**src/rtl/visor_trace_if.sv**
```systemverilog
// Trace-buffer signal bundle between the visor (master) and visor_trace (slave).
// VISOR_TRACE_DEDUP_EN adds the rd_repeat readback field.
interface visor_trace_if #(
  parameter int DEPTH = 64
);
  localparam int IDX_W = $clog2(DEPTH);

  logic [15:0]    tg_addr;
  logic [15:0]    tg_opcode;
  logic           tg_exec;
  logic           bp_hit;
  logic           arm;
  logic           stop;
  logic [IDX_W-1:0] rd_idx;
  logic [15:0]    rd_addr;
  logic [15:0]    rd_opcode;
  logic           rd_valid;
  logic [IDX_W:0] count;
  logic           wrapped;
  logic [1:0]     state;
`ifdef VISOR_TRACE_DEDUP_EN
  logic [15:0]    rd_repeat;

  modport master (
    output tg_addr, tg_opcode, tg_exec, bp_hit, arm, stop, rd_idx,
    input  rd_addr, rd_opcode, rd_valid, count, wrapped, state, rd_repeat
  );
  modport slave (
    input  tg_addr, tg_opcode, tg_exec, bp_hit, arm, stop, rd_idx,
    output rd_addr, rd_opcode, rd_valid, count, wrapped, state, rd_repeat
  );
`else
  modport master (
    output tg_addr, tg_opcode, tg_exec, bp_hit, arm, stop, rd_idx,
    input  rd_addr, rd_opcode, rd_valid, count, wrapped, state
  );
  modport slave (
    input  tg_addr, tg_opcode, tg_exec, bp_hit, arm, stop, rd_idx,
    output rd_addr, rd_opcode, rd_valid, count, wrapped, state
  );
`endif
endinterface

```
**src/rtl/visor_trace.sv**
```systemverilog
// Circular execution-trace history buffer; newest entry is read back at rd_idx = 0.
// Optional macro VISOR_TRACE_DEDUP_EN folds repeated addresses into a repeat counter.
module visor_trace #(
  parameter int DEPTH = 64
) (
  input  logic          clk,
  input  logic          rst,
  visor_trace_if.slave  bus
);
  localparam int IDX_W = $clog2(DEPTH);
  localparam logic [IDX_W:0] DEPTH_CNT = (IDX_W+1)'(DEPTH);

  typedef enum logic [1:0] {
    IDLE   = 2'd0,
    RUN    = 2'd1,
    FROZEN = 2'd2
  } state_t;

  state_t           state_reg;
  logic [IDX_W-1:0] wr_ptr_reg;
  logic [IDX_W:0]   count_reg;
  logic             wrapped_reg;
  logic             bp_q_reg;

  logic [31:0]      mem [DEPTH];

  logic             bp_rise;
  logic             capture;
  logic             dup;
  logic             new_entry;
  logic [IDX_W-1:0] rd_slot;
  logic             rd_hit;

  logic             rd_valid_reg;
  logic [15:0]      rd_addr_reg;
  logic [15:0]      rd_opcode_reg;

  assign bp_rise   = bus.bp_hit & ~bp_q_reg;
  // arm and stop both suppress a same-cycle capture
  assign capture   = (state_reg == RUN) & bus.tg_exec & ~bus.arm & ~bus.stop;
  assign new_entry = capture & ~dup;

  assign rd_slot = wr_ptr_reg - IDX_W'(1) - bus.rd_idx;
  assign rd_hit  = ({1'b0, bus.rd_idx} < count_reg);

`ifdef VISOR_TRACE_DEDUP_EN
  logic [15:0] newest_addr_reg;
  logic [15:0] newest_rep_reg;
  logic [15:0] rep_next;
  logic [15:0] rep_mem [DEPTH];
  logic [15:0] rd_repeat_reg;

  assign dup      = (count_reg != '0) && (bus.tg_addr == newest_addr_reg);
  assign rep_next = (newest_rep_reg == 16'hFFFF) ? 16'hFFFF : newest_rep_reg + 16'd1;

  // Shadow of the newest entry so a repeat needs no RAM read-modify-write
  always_ff @(posedge clk or posedge rst) begin
    if (rst) begin
      newest_addr_reg <= '0;
      newest_rep_reg  <= '0;
    end else if (capture) begin
      if (dup) begin
        newest_rep_reg <= rep_next;
      end else begin
        newest_addr_reg <= bus.tg_addr;
        newest_rep_reg  <= '0;
      end
    end
  end

  always_ff @(posedge clk) begin
    if (new_entry) begin
      rep_mem[wr_ptr_reg] <= '0;
    end else if (capture) begin
      rep_mem[wr_ptr_reg - IDX_W'(1)] <= rep_next;
    end
  end

  always_ff @(posedge clk or posedge rst) begin
    if (rst) begin
      rd_repeat_reg <= '0;
    end else begin
      rd_repeat_reg <= rd_hit ? rep_mem[rd_slot] : 16'h0000;
    end
  end

  assign bus.rd_repeat = rd_repeat_reg;
`else
  assign dup = 1'b0;
`endif

  always_ff @(posedge clk or posedge rst) begin
    if (rst) begin
      state_reg   <= IDLE;
      wr_ptr_reg  <= '0;
      count_reg   <= '0;
      wrapped_reg <= 1'b0;
      bp_q_reg    <= 1'b0;
    end else begin
      bp_q_reg <= bus.bp_hit;
      if (bus.arm) begin
        state_reg   <= RUN;
        wr_ptr_reg  <= '0;
        count_reg   <= '0;
        wrapped_reg <= 1'b0;
      end else begin
        if (new_entry) begin
          wr_ptr_reg <= wr_ptr_reg + IDX_W'(1);
          if (count_reg != DEPTH_CNT) begin
            count_reg <= count_reg + 1'b1;
          end
          if (wr_ptr_reg == '1) begin
            wrapped_reg <= 1'b1;
          end
        end
        // A capture coinciding with the bp edge is kept, so the breakpoint is newest
        case (state_reg)
          RUN: begin
            if (bus.stop) begin
              state_reg <= IDLE;
            end else if (bp_rise) begin
              state_reg <= FROZEN;
            end
          end
          FROZEN: begin
            if (bus.stop) begin
              state_reg <= IDLE;
            end
          end
          default: ;
        endcase
      end
    end
  end

  always_ff @(posedge clk) begin
    if (new_entry) begin
      mem[wr_ptr_reg] <= {bus.tg_addr, bus.tg_opcode};
    end
  end

  // Read sees the pre-write pointer and RAM contents of this cycle
  always_ff @(posedge clk or posedge rst) begin
    if (rst) begin
      rd_valid_reg  <= 1'b0;
      rd_addr_reg   <= '0;
      rd_opcode_reg <= '0;
    end else begin
      rd_valid_reg  <= rd_hit;
      rd_addr_reg   <= rd_hit ? mem[rd_slot][31:16] : 16'h0000;
      rd_opcode_reg <= rd_hit ? mem[rd_slot][15:0]  : 16'h0000;
    end
  end

  assign bus.rd_valid  = rd_valid_reg;
  assign bus.rd_addr   = rd_addr_reg;
  assign bus.rd_opcode = rd_opcode_reg;
  assign bus.count     = count_reg;
  assign bus.wrapped   = wrapped_reg;
  assign bus.state     = state_reg;

endmodule

```
**src/flat_wrapper.sv**
```systemverilog
// flat-port wrapper written by rule: the top's interface ports become plain ports
module visor_trace_flat 
#(
  parameter int DEPTH = 64
)
  (clk, rst, bus_tg_addr, bus_tg_opcode, bus_tg_exec, bus_bp_hit, bus_arm, bus_stop, bus_rd_idx, bus_rd_addr, bus_rd_opcode, bus_rd_valid, bus_count, bus_wrapped, bus_state);
  visor_trace_if #(.DEPTH(DEPTH)) bus_i ();
  input  logic clk;
  input  logic rst;
  input wire logic [$bits(bus_i.tg_addr)-1:0] bus_tg_addr;
  input wire logic [$bits(bus_i.tg_opcode)-1:0] bus_tg_opcode;
  input wire logic [$bits(bus_i.tg_exec)-1:0] bus_tg_exec;
  input wire logic [$bits(bus_i.bp_hit)-1:0] bus_bp_hit;
  input wire logic [$bits(bus_i.arm)-1:0] bus_arm;
  input wire logic [$bits(bus_i.stop)-1:0] bus_stop;
  input wire logic [$bits(bus_i.rd_idx)-1:0] bus_rd_idx;
  output wire logic [$bits(bus_i.rd_addr)-1:0] bus_rd_addr;
  output wire logic [$bits(bus_i.rd_opcode)-1:0] bus_rd_opcode;
  output wire logic [$bits(bus_i.rd_valid)-1:0] bus_rd_valid;
  output wire logic [$bits(bus_i.count)-1:0] bus_count;
  output wire logic [$bits(bus_i.wrapped)-1:0] bus_wrapped;
  output wire logic [$bits(bus_i.state)-1:0] bus_state;
  assign bus_i.tg_addr = bus_tg_addr;
  assign bus_i.tg_opcode = bus_tg_opcode;
  assign bus_i.tg_exec = bus_tg_exec;
  assign bus_i.bp_hit = bus_bp_hit;
  assign bus_i.arm = bus_arm;
  assign bus_i.stop = bus_stop;
  assign bus_i.rd_idx = bus_rd_idx;
  assign bus_rd_addr = bus_i.rd_addr;
  assign bus_rd_opcode = bus_i.rd_opcode;
  assign bus_rd_valid = bus_i.rd_valid;
  assign bus_count = bus_i.count;
  assign bus_wrapped = bus_i.wrapped;
  assign bus_state = bus_i.state;
  visor_trace #(.DEPTH(DEPTH)) u_core (.clk(clk), .rst(rst), .bus(bus_i));
endmodule
```
**config.mk**
```make
export PLATFORM = sky130hd
export DESIGN_NAME = visor_trace_flat
export DESIGN_NICKNAME = d
export VERILOG_FILES = /design/src/rtl/visor_trace_if.sv /design/src/rtl/visor_trace.sv /design/src/flat_wrapper.sv
export SDC_FILE = /design/constraint.sdc
export NUM_CORES = 2
export LEC_CHECK = 0
export CORE_ASPECT_RATIO = 1.75
export CORE_MARGIN = 8
export CORE_UTILIZATION = 65
export DETAILED_ROUTE_END_ITERATION = 12
export PLACE_DENSITY_LB_ADDON = 0.3
export SYNTH_ARGS = -nofsm -noshare
export SYNTH_HDL_FRONTEND = slang
export SYNTH_SLANG_ARGS = --single-unit
```
**constraint.sdc**
```tcl
create_clock -name clk -period 8.7 [get_ports clk]
set_input_delay 1.74 -clock clk [delete_from_list [all_inputs] [get_ports clk]]
set_output_delay 1.74 -clock clk [all_outputs]
set_load 0.05 [all_outputs]
```
==> results.toml <==
[drt]
avgRoutedWirePerCell_um = 34.4
routed_wl_mm = 214
vias_per_cell = 7.08
first_iter_violations = 6354
first_pass_iters = 10
drc = 3
vias = 44000
ant_nets = 0

[timing]
fmax_ghz = 0.176
clock_skew_ps = 33.5
max_slew.worst_pin.slew_ps = 1270
period_share = 0.654
fin_crit_ps = 5690
setup_violations = 0
rsz0062_at_grt = "false"
hold-worst-slack_ps = 555
relSlewSlack = 0.151
setup_tns_ps = 0
final_max_slew_viol_count = 0
finalHoldViolations = 0

[synth]
synth_top_cell_by_area = "edfxtp_1"
yosys_warnings = 0
ys.flop_type = "edfxtp_1"
synth_async_sr_flop_share = 0.0238
muxShareOfSynthArea = 0.117
synth_simple_gate_area_frac = 0.0568
yosysUniqueCellTypes = 51
synthAdderAreaFrac = 0.00226
synth-compound-area-share = 0.0278
synth_edf_count = 2048
yosys-top-cells-area = "edfxtp_1 76%, mux4_2 10%, nand2_1 3.3%"
synthCells = 4297
synth_top_family_by_area = "multiplexers"
ys_seq_area_frac = 0.778
syn_nets = 4355
synthXorXnorAreaFrac = 0.00216
synth_area_mm2 = 0.0807
synth_most_common_cell = "edfxtp_1"
synth_top_cell_area_share = 0.762
avgSynthCellArea_um2 = 18.8
ys_ff_latch = 2098
netlist_top_cells_count = "2048 x edfxtp_1, 716 x nand2_1, 371 x mux4_2, 222 x nand3_1"

[global_routing]
grt_max_degree = 180
grt-ovfl-total = 0
grt_usage = 0.314
grt_pass1_vias = 44500
antenna_found_initial = 14
grt_pass1_wl_mm = 303

[finish]
area_growth_pct = 10.9
fin_area_mm2 = 0.0895
finalNonFillerCells = 6206
fin_nets = 4473
largest_reg_flops = 2048
fin_util = 0.723
layout-drive-gt1-share = 0.188

[setup_path]
path_delay_family = "buffers and inverters"
cp.depth = 12
path_buf_inv = 4
crit_path_end_kind = "flop"
worst_setup_path_start_kind = "input pin"
required_ps = 9330
worstRegToRegCells = 10
crit_fanout = 26
slowest_delay_ps = 890
arrival_ps = 6320
r2r_slack_ps = 3980
r2r_start = "u_core.wr_ptr_reg[0]"
worstPathCellList = "clkdlybuf4s50_1, inv_1, ha_4, fa_4, buf_4, nor2b_4, buf_4, a32oi_1, a31oi_1, a31oi_1, a221oi_1, a21oi_1"
reg2reg_to = "u_core.bus.rd_opcode[11]"
crit_slowest_cell = "fa_4"
critPathKind = "input pin to flop"

[clock_network]
clock_sinks = 2098
clk_pin_slew_worst_paths_ps = 70
root_buffer = "clkbuf_16"
cts_buffers = 172
cts_hold_buffers = 0
worstSkewPairLatency_ps = 800
cts_tree = "built"
clock_path_buffers = 3
htree_levels = 4
postCtsSetupBuffers = 0
postCtsResizedCells = 0

[worst_hold_path]
hp-start = "u_core.bus.wrapped"
hold_path_class = "flop to flop"
min_path_cells = 2
min_to = "u_core.bus.wrapped"

[pwr]
peakVddDrop_v = 0.000192
leakagePower_uw = 0.0285
p_per_area_mw_per_mm2 = 232

[place]
hpwl_mm = 110
placed_area_mm2 = 0.0838
finalWeightedCongestion = 0.828
portBuffers = 86
dp.cells = 5884

[floorplan]
die_area_mm2 = 0.136
rows = 171
start_util = 0.653
coreArea_mm2 = 0.124
die_x_um = 282
ios = 87
die-height_um = 482

[status]
outcome = "finished, violations left"
violations = "DRC"

[job]
maxCapViolCount = 0
==> power by group <==
group	switching (µW)	internal, µW	total (µW)
logic	1110	630	1740
registers	34.0	11100	11100
clock network	3470	4380	7850
total	4620	16100	20700
==> how the worst max path moves through the flow <==
stage	from	end	slack (ps)
2_1_floorplan	bus_tg_exec	u_core.mem[62][0]	3990
3_3_place_gp	bus_rd_idx[0]	u_core.bus.rd_opcode[11]	2310
3_5_place_dp	bus_rd_idx[0]	u_core.bus.rd_opcode[11]	2300
4_1_cts	bus_rd_idx[0]	u_core.bus.rd_opcode[11]	3120
5_1_grt	bus_rd_idx[0]	u_core.bus.rd_opcode[11]	2970
6_report	bus_rd_idx[0]	u_core.bus.rd_opcode[11]	3010
==> cells in the final DEF (no fill, tap or decap), types with 9 or more instances in the layout <==
cell             instances
clkinv_2                30
nor2_1                  22
dfrtp_1                 50
nand4_1                 37
a31oi_1                119
bufinv_16               19
a221oi_1                16
o22ai_1                 16
a22oi_1                 31
inv_1                   15
a21oi_1                 25
mux2i_1                104
ha_1                    12
nand3_1                222
clkbuf_1                38
edfxtp_1              2048
inv_6                   10
buf_4                  104
a32oi_1                 79
clkdlybuf4s50_1         54
nand2_1                716
mux4_2                 371
clkbuf_16              174
o21ai_0                 28
buf_12                  11
nor2_4                  65
diode_2                  9
buf_2                   32
xnor2_1                  9
clkbuf_8                15
clkinv_1                19
==> cell families (layout without fill, tap and decap cells) <==
family | count (synthesis) | count (layout)
other | 0 | 9
AO/OA/AOI/OAI | 322 | 322
buffers and inverters | 273 | 530
AND/OR/NAND/NOR | 1096 | 1096
XOR/XNOR | 16 | 16
adder cells (fa/ha/maj) | 14 | 14
flip-flops | 2098 | 2098
multiplexers | 478 | 478
==> worst min-delay path: cells and delay by family (launching register included) <==
family           cells  cell delay (ps)
flip-flops           1              370
AND/OR/NAND/NOR      2              150
==> metal layers <==
metal,vias to the layer above,track usage,part of all wire
met5,-,0,0.00029
met4,10,0.193,0.073
met3,831,0.0697,0.11
met2,3425,0.529,0.51
met1,22300,0.368,0.31
li1,17400,-,-
==> cell type report <==
class                      count  area [µm²]
antenna                        9        22.5
clock buffer                 227        4700
clock inverter                86         952
fill                        7000       34200
inverter                      16        60.1
multi-input combinational   1926       17200
sequential                  2098       62800
tap                         1643        2060
timing repair buffer         201        1700
==> stage by stage <==
| step | setup WS, ps | power (µW) |
|---|---|---|
| after floorplan | 3990 | 12400 |
| after global placement | 2310 | 13000 |
| after detailed placement | 2300 | 13100 |
| after CTS | 3120 | 20800 |
| after global routing | 2970 | 21200 |
| final | 3010 | 20700 |
No activity file was read; power rests on OpenSTA's default activity.
